File: config.mk
export PLATFORM = sky130hd
export DESIGN_NAME = tlc_param_programmer
export DESIGN_NICKNAME = d
export VERILOG_FILES = /design/src/rtl/tlc_param_programmer.sv
export SDC_FILE = /design/constraint.sdc
export NUM_CORES = 1
export LEC_CHECK = 0
export CAP_MARGIN = 30
export CORE_ASPECT_RATIO = 1.4
export CORE_MARGIN = 2
export CORE_UTILIZATION = 50
export CTS_BUF_LIST = sky130_fd_sc_hd__clkbuf_2 sky130_fd_sc_hd__clkbuf_4 sky130_fd_sc_hd__clkbuf_8
export CTS_CLUSTER_DIAMETER = 120
export CTS_CLUSTER_SIZE = 24
export DETAILED_ROUTE_END_ITERATION = 12
export PLACE_DENSITY = 0.74
export SKIP_CTS_REPAIR_TIMING = 1
export SYNTH_ARGS = -nofsm -noshare
export SYNTH_HDL_FRONTEND = slang
export SYNTH_SLANG_ARGS = --single-unit
File: constraint.sdc
create_clock -name clock -period 2.35 [get_ports clock]
set_input_delay 0.47 -clock clock [delete_from_list [all_inputs] [get_ports clock]]
set_output_delay 0.47 -clock clock [all_outputs]
set_load 0.03 [all_outputs]
File: src/rtl/tlc_param_programmer.sv
// tlc_param_programmer: shadow-buffered timing parameter writer for the traffic controller.
// Host edits collect in a shadow file; a commit replays dirty entries as framed reprogram strobes.
module tlc_param_programmer #(
    parameter int SEL_W     = 2,
    parameter int VAL_W     = 4,
    parameter int SETUP_CYC = 1,
    parameter int HOLD_CYC  = 1,
    parameter int WAIT_SAFE = 1
) (
    input  logic                  clock,
    input  logic                  reset,
    input  logic                  cfg_valid,
    output logic                  cfg_ready,
    input  logic [SEL_W-1:0]      cfg_sel,
    input  logic [VAL_W-1:0]      cfg_value,
    input  logic                  commit,
    input  logic                  safe_window,
    output logic                  busy,
    output logic                  done,
    output logic [2**SEL_W-1:0]   pending,
    output logic [SEL_W-1:0]      time_param_selector,
    output logic [VAL_W-1:0]      time_value,
    output logic                  reprogram
);
    localparam int NUM = 2**SEL_W;
    localparam logic [7:0] SL = 8'(SETUP_CYC - 1);
    localparam logic [7:0] HL = 8'(HOLD_CYC - 1);

    typedef enum logic [2:0] {IDLE, WAITS, SETUP, STROBE, HOLD, DONE} state_t;

    state_t               state_q, state_d;
    logic [VAL_W-1:0]     shadow_q [NUM];
    logic [VAL_W-1:0]     shadow_d [NUM];
    logic [NUM-1:0]       pend_q, pend_d;
    logic [SEL_W-1:0]     sel_q, sel_d, k;
    logic [VAL_W-1:0]     val_q, val_d;
    logic [7:0]           cnt_q, cnt_d;
    logic                 rep_q, rep_d, busy_q, busy_d, done_q, done_d, rdy_q, rdy_d;

    function automatic logic [SEL_W-1:0] lowest(input logic [NUM-1:0] p);
        lowest = '0;
        for (int i = NUM - 1; i >= 0; i--)
            if (p[i]) lowest = SEL_W'(i);
    endfunction

    always_comb begin
        state_d  = state_q;
        shadow_d = shadow_q;
        pend_d   = pend_q;
        sel_d    = sel_q;
        val_d    = val_q;
        cnt_d    = cnt_q;
        k        = '0;
        // cfg_ready is only high in IDLE, so a same-cycle write lands before the commit looks at pending
        if (cfg_valid && rdy_q) begin
            shadow_d[cfg_sel] = cfg_value;
            pend_d[cfg_sel]   = 1'b1;
        end
        case (state_q)
            IDLE: begin
                if (commit) begin
                    k = lowest(pend_d);
                    if (pend_d == '0) begin
                        state_d = DONE;
                    end else if (WAIT_SAFE != 0) begin
                        state_d = WAITS;
                    end else begin
                        state_d = SETUP;
                        sel_d   = k;
                        val_d   = shadow_d[k];
                        cnt_d   = '0;
                    end
                end
            end
            WAITS: begin
                if (safe_window) begin
                    k       = lowest(pend_q);
                    state_d = SETUP;
                    sel_d   = k;
                    val_d   = shadow_q[k];
                    cnt_d   = '0;
                end
            end
            SETUP: begin
                if (cnt_q == SL) state_d = STROBE;
                else cnt_d = cnt_q + 8'd1;
            end
            STROBE: begin
                state_d = HOLD;
                cnt_d   = '0;
            end
            HOLD: begin
                if (cnt_q == HL) begin
                    pend_d[sel_q] = 1'b0;
                    k = lowest(pend_d);
                    if (pend_d != '0) begin
                        state_d = SETUP;
                        sel_d   = k;
                        val_d   = shadow_q[k];
                        cnt_d   = '0;
                    end else begin
                        state_d = DONE;
                    end
                end else begin
                    cnt_d = cnt_q + 8'd1;
                end
            end
            DONE: state_d = IDLE;
            default: state_d = IDLE;
        endcase
        rep_d  = state_d == STROBE;
        busy_d = state_d == WAITS || state_d == SETUP || state_d == STROBE || state_d == HOLD;
        done_d = state_d == DONE;
        rdy_d  = state_d == IDLE;
    end

    always_ff @(posedge clock) begin
        if (reset) begin
            state_q  <= IDLE;
            shadow_q <= '{default: '0};
            pend_q   <= '0;
            sel_q    <= '0;
            val_q    <= '0;
            cnt_q    <= '0;
            rep_q    <= 1'b0;
            busy_q   <= 1'b0;
            done_q   <= 1'b0;
            rdy_q    <= 1'b0;
        end else begin
            state_q  <= state_d;
            shadow_q <= shadow_d;
            pend_q   <= pend_d;
            sel_q    <= sel_d;
            val_q    <= val_d;
            cnt_q    <= cnt_d;
            rep_q    <= rep_d;
            busy_q   <= busy_d;
            done_q   <= done_d;
            rdy_q    <= rdy_d;
        end
    end

    // Masking with reset keeps a strobe from escaping in the very cycle reset is raised
    assign reprogram           = rep_q & ~reset;
    assign cfg_ready           = rdy_q;
    assign busy                = busy_q;
    assign done                = done_q;
    assign pending             = pend_q;
    assign time_param_selector = sel_q;
    assign time_value          = val_q;
endmodule

-- Yosys cells after proc, flatten, opt, wreduce, memory -nomap -nowiden
Index checks and enable logic that the tools add are counted.
- output and inout port bits: 14
- input port bits: 11
- bits in registers: 41
- logic and storage cells: 108
- multiplexer cells: 48
- add/sub/neg operators: 1
- eq/ne operators: 14
- order comparisons: 8
- reductions and logical operators: 16
- bitwise operators: 8
- operators with widths (kind ; number):
    2-to-1 mux 4 bit ; 11
    2-to-1 mux 8 bit ; 4
    case mux 8 bit (4 select lines) ; 1
    2-to-1 mux 2 bit ; 15
    2-to-1 mux 3 bit ; 6
    binary-select mux 4 bit (select 2 bit) ; 2
    bitwise mux 16 bit ; 1
    case mux 3 bit (5 select lines) ; 1
    equality test 3 x 2 -> 1 bit, second input constant ; 4
    equality test 3 bit, second input constant ; 3
    >= comparator 3 bit, second input constant ; 3
    NOT 2 -> 3 bit ; 3
    adder 8 x 1 -> 8 bit, second input constant ; 1
    demux 4 bit (select 2 bit) ; 1
    zero test 8 bit ; 1
    inequality test 2 bit, second input constant ; 4
    case mux 4 bit (2 select lines) ; 1
    AND reduction 4 bit ; 2
    nonzero test 4 bit ; 2
    equality test 3 x 1 -> 1 bit, second input constant ; 2
    zero test 3 bit ; 2
    < comparator 2 x 3 -> 1 bit, second input constant ; 2
    bitwise AND 4 bit ; 1
    demux 1 bit (select 2 bit) ; 2
    other kinds (13) ; 20

-- Longest topological paths before layout
- word-level depth: 20
- mapped depth: 9
- gate-level depth less buffers: 8

-- Worst setup path after synthesis
Ideal clock, no wire load.
- kind: register to register
- from: register rdy_q, in the netlist cfg_ready
- to: register val_q[0], in the netlist time_value[0]
- setup time: 91 ps
- required time: 2259 ps
- path buffers: 3
- stages on the path, launching flop included: 10
- slack: 37 ps
- arrival: 2222 ps
- period minus slack after synthesis: 2313 ps
- cell sequence: dfxtp_1 buf_4 and4b_1 buf_2 nor3_1 a32o_1 or2_1 buf_6 mux2_2 a311oi_1
- longest elaborated chain between the ends: 16
- elaborated cells between the ends (all ways): 19
- classes of those cells: eq/ne (1); mux (13); bitwise (2); reduce/logical (3)
- ends and longest elaborated chain (element ; RTL line ; RTL):
    start: declaration ; 38 ; logic rep_q, rep_d, busy_q, busy_d, done_q, done_d, rdy_q, rdy_d;
    start signal: assignment ; 139 ; rdy_q <= rdy_d;
    logical AND 1 bit (*) ; 55 ; if (cfg_valid && rdy_q) begin
    2-to-1 mux 4 bit (*) ; 55 ;
    bitwise AND 4 bit (no source line) (*) ; n/a ;
    2-to-1 mux 2 bit (4 in a row) ; 43 ; if (p[i]) lowest = SEL_W'(i);
    2-to-1 mux 2 bit ; 93 ; if (cnt_q == HL) begin
    2-to-1 mux 2 bit ; 59 ; case (state_q)
    NOT 2 -> 3 bit (not written as such) ; 99 ; val_d = shadow_q[k];
    binary-select mux 4 bit (select 2 bit) ; 99 ;
    2-to-1 mux 4 bit (not written as such) (2 in a row) ; 99 ;
    2-to-1 mux 4 bit ; 96 ; if (pend_d != '0) begin
    2-to-1 mux 4 bit ; 93 ;
    case mux 4 bit (2 select lines) ; 59 ;
    end signal: assignment ; 134 ; val_q <= val_d;
    end: declaration ; 36 ; logic [VAL_W-1:0] val_q, val_d;
Mark *: on every way between the ends. The rest lies on a longest branch, timed or not. The select of a mux whose other input is x is not followed.
A chain may end at the register's enable or synchronous reset.

-- Worst setup path in the final report
- from: register rdy_q, in the netlist cfg_ready
- to: register val_q[3], in the netlist time_value[3]
The elaborated chain is that of the path after synthesis.

==> Implementation_results.wiki <==
{| class="wikitable"
! Metric !! Value
|-
| Floorplan row count || 30
|-
| Number of antenna violations at the first check in global routing || 0
|-
| Count of fill cells added during filler insertion || approximately 440
|-
| Crit start category || register
|-
| Top-area cell type share of the netlist area || 33.0%
|-
| Time the worst path needs with I/O delays and setup || roughly 2.3 ns
|-
| Via count || roughly 2600
|-
| Post-Route WL || a little under 7000 µm
|-
| Total power consumption of the routed design || roughly 0.0031 W
|-
| Total standard cell area after synthesis || between 2000 and 2500 µm²
|-
| Maximum level of the CTS H-tree || 2
|-
| Synthesized area per cell || around 7.9 µm²
|-
| Fin. Hold Viols || 0
|-
| Insertion delay to the later sink of the worst-skew pair || ~0.30 ns
|-
| Number of buffers created by CTS || 5
|-
| Ant. Diodes || 0
|-
| Synthesized instance count || 317
|-
| CTS tree || done
|-
| # clock sinks || 41
|-
| Synthesized net count || 330
|-
| Crit path kind || reg -> reg
|-
| Clock buffer depth || 2
|-
| Number of DRC markers after the initial detailed-route iteration || approximately 170
|-
| Clock skew || between 0.008 and 0.009 ns
|-
| Endpoint required time on the critical path || approximately 2.6 ns
|-
| Data arrival, critical path || 2.46 ns
|-
| Proportion of register bits with asynchronous set or reset after synthesis || 0%
|-
| Detailed-route DRC error count || 0
|-
| Final number of setup-violating endpoints || 0
|-
| Ys flop type || dfxtp_1
|-
| PwrDens || ~980 nW/µm²
|-
| Global-route wire length before repair || roughly 11000 µm
|-
| Maximum number of pins on one net before global-route repair || 37
|-
| Initial Utilization || between 50% and 60%
|-
| Die boundary height || between 80 and 90 µm
|-
| Warnings from Yosys || 0
|-
| Number of violations of the max-capacitance limit || 0
|-
| Cells taking the most area after synthesis || dfxtp_1, nand2_1, nor2_1, a21oi_1, mux2i_1
|-
| Worst setup EP type || register
|-
| Multi-input logic area || about 1600 µm²
|-
| Hold Path Class || reg -> reg
|-
| Root buf cell || clkbuf_8
|-
| Area of the die || roughly 5600 µm²
|-
| Worst setup slack before clock tree synthesis || -0.567 ns
|-
| Synth cell types || between 50 and 60
|-
| Number of search-and-repair iterations in the first detailed-routing pass || 4
|-
| Post-synthesis cell type with the largest combined area || dfxtp_1
|-
| Final Max Slew Viols || 0
|-
| Number of enable-type register cells in the synthesized netlist || 0
|-
| RSZ-0062 raised after global routing || no
|-
| #FFs+latches synth || just over 40
|-
| IR Drop Worst-Case VDD || 0.597 mV
|-
| Register clock-pin slew on the reported worst setup and hold paths || ~0.08 ns
|-
| Antenna-violating nets left || 0
|-
| Fraction of final layout cells sized beyond drive strength 1 || between 10% and 20%
|-
| Via-to-Cell Ratio || 6.08
|-
| Number of nets in the final layout || between 300 and 400
|-
| Sum of net half-perimeters after detailed placement || 4900 µm
|-
| Worst slew pin tran || ~0.49 ns
|-
| Maximum fanout count along the critical path || 10
|-
| Port Buf Inserts || 24
|-
| Io pins || 25
|-
| Gp weighted congestion || 0.865
|-
| Total gr overflow || 0
|-
| Average detailed-routed wire length per instance || approximately 16 µm
|-
| Leakage Power || approximately 1.2 nW
|-
| FF/Latch Area || around 800 µm²
|-
| Die span in x || roughly 64 µm
|-
| Max-Slew Margin vs Limit || slightly below 70%
|-
| Final setup slack of the worst path || between 0.09 and 0.1 ns
|-
| Max Clk Rate || around 0.44 GHz
|-
| Sequential-to-total area share from yosys stat || 33.0%
|-
| Fraction of the core area covered by cells at the end of the flow || between 60% and 70%
|-
| Layout overhead on the synthesized area || 28.4%
|-
| Total track usage || roughly a quarter
|-
| Via count of the first global-routing pass || roughly 2400
|-
| Area of the core || 4800 µm²
|-
| Final Cycle Share || roughly 96%
|-
| Run status || finished clean
|}
==> final cells by class <==
type | count | share of cell area, %
inverters | 5 | 0.587
clock buffers | 5 | 2.15
well taps | 64 | 2.51
clock inverters | 3 | 1.45
multi-input cells | 247 | 51.0
flip-flops and latches | 41 | 25.7
repair buffers | 62 | 16.6
==> cell usage in the layout, fill, tap and decap left out, drive strengths merged, types with 8 or more instances in the layout <==
master | netlist | routed
nand2b | 13 | 13
a21oi | 23 | 23
buf | 11 | 39
a311oi | 8 | 8
nand2 | 38 | 38
nand3 | 12 | 12
dfxtp | 41 | 41
mux2i | 11 | 11
nor4 | 8 | 8
nor3 | 19 | 19
nor2 | 39 | 39
clkdlybuf4s50 | 0 | 20
==> synth_stat cells (7+ instances only) <==
master	number
a211oi_1	7
a21oi_1	23
a311oi_1	8
clkbuf_1	14
dfxtp_1	41
mux2i_1	11
nand2_1	38
nand2b_1	13
nand3_1	12
nor2_1	38
nor3_1	18
nor4_1	8
o21ai_0	7
==> through the flow <==
step / std cells / TNS [ns] / instance area, µm² / hold WS [ns]
3_5_place_dp: 417 / -7.49 / 2940 / 0.457
6_report: 427 / 0 / 3200 / 0.471
4_1_cts: 425 / -1.93 / 3060 / 0.470
2_1_floorplan: 317 / 0 / 2490 / 0.436
5_1_grt: 427 / 0 / 3200 / 0.500
3_3_place_gp: 417 / -7.16 / 2940 / 0.446
==> final timing paths <==
kind | start | endpoint | slack (ns) | depth (start not counted)
setup / recovery | cfg_ready | time_value[3] | 0.09 | 7
hold / removal | shadow_q[5] | shadow_q[5] | 0.47 | 2
setup reg to reg | cfg_ready | time_value[3] | 0.09 | 7
hold reg to reg | shadow_q[5] | shadow_q[5] | 0.47 | 2
==> metal layers <==
metal | wire length [µm] | GRT usage (%)
met5 | 0 | 0
met4 | 286 | 12.1
met3 | 320 | 5.17
met2 | 3660 | 45.6
met1 | 2700 | 28.0
==> state kept, by name, indices dropped and copies added, names as in the netlist <==
signal               count
cnt_q                    8
busy                     1
shadow_q                16
done                     1
time_value               4
pending                  4
state_q                  3
time_param_selector      2
rep_q                    1
cfg_ready                1
==> worst max-delay path, cell delays in order (launching register included) <==
cell and delay, ns:
dfxtp_2 0.47, and4bb_1 0.34, buf_4 0.16, nor2_2 0.06, a32o_1 0.30, or2_4 0.28, mux2_2 0.29, a311oi_1 0.28
==> cell families after synthesis <==
group / share of synthesized area, %
DFF: 33.0
adders and majority gates: 1.01
buffers and inverters: 6.54
xor gates and xnor gates: 0.704
and+or+nand+nor: 31.2
AOI/OAI and AO/OA: 21.4
muxes: 6.23
==> power by group <==
| part | internal [W] | leakage [nW] | total, W | switching [W] |
|---|---|---|---|---|
| sequential | 0.000801 | 0.333 | 0.000894 | 0.0000929 |
| clock | 0.000318 | 0.0543 | 0.000578 | 0.000260 |
| combinational | 0.000709 | 0.800 | 0.00166 | 0.000947 |
(Power assumes the default switching activity.)
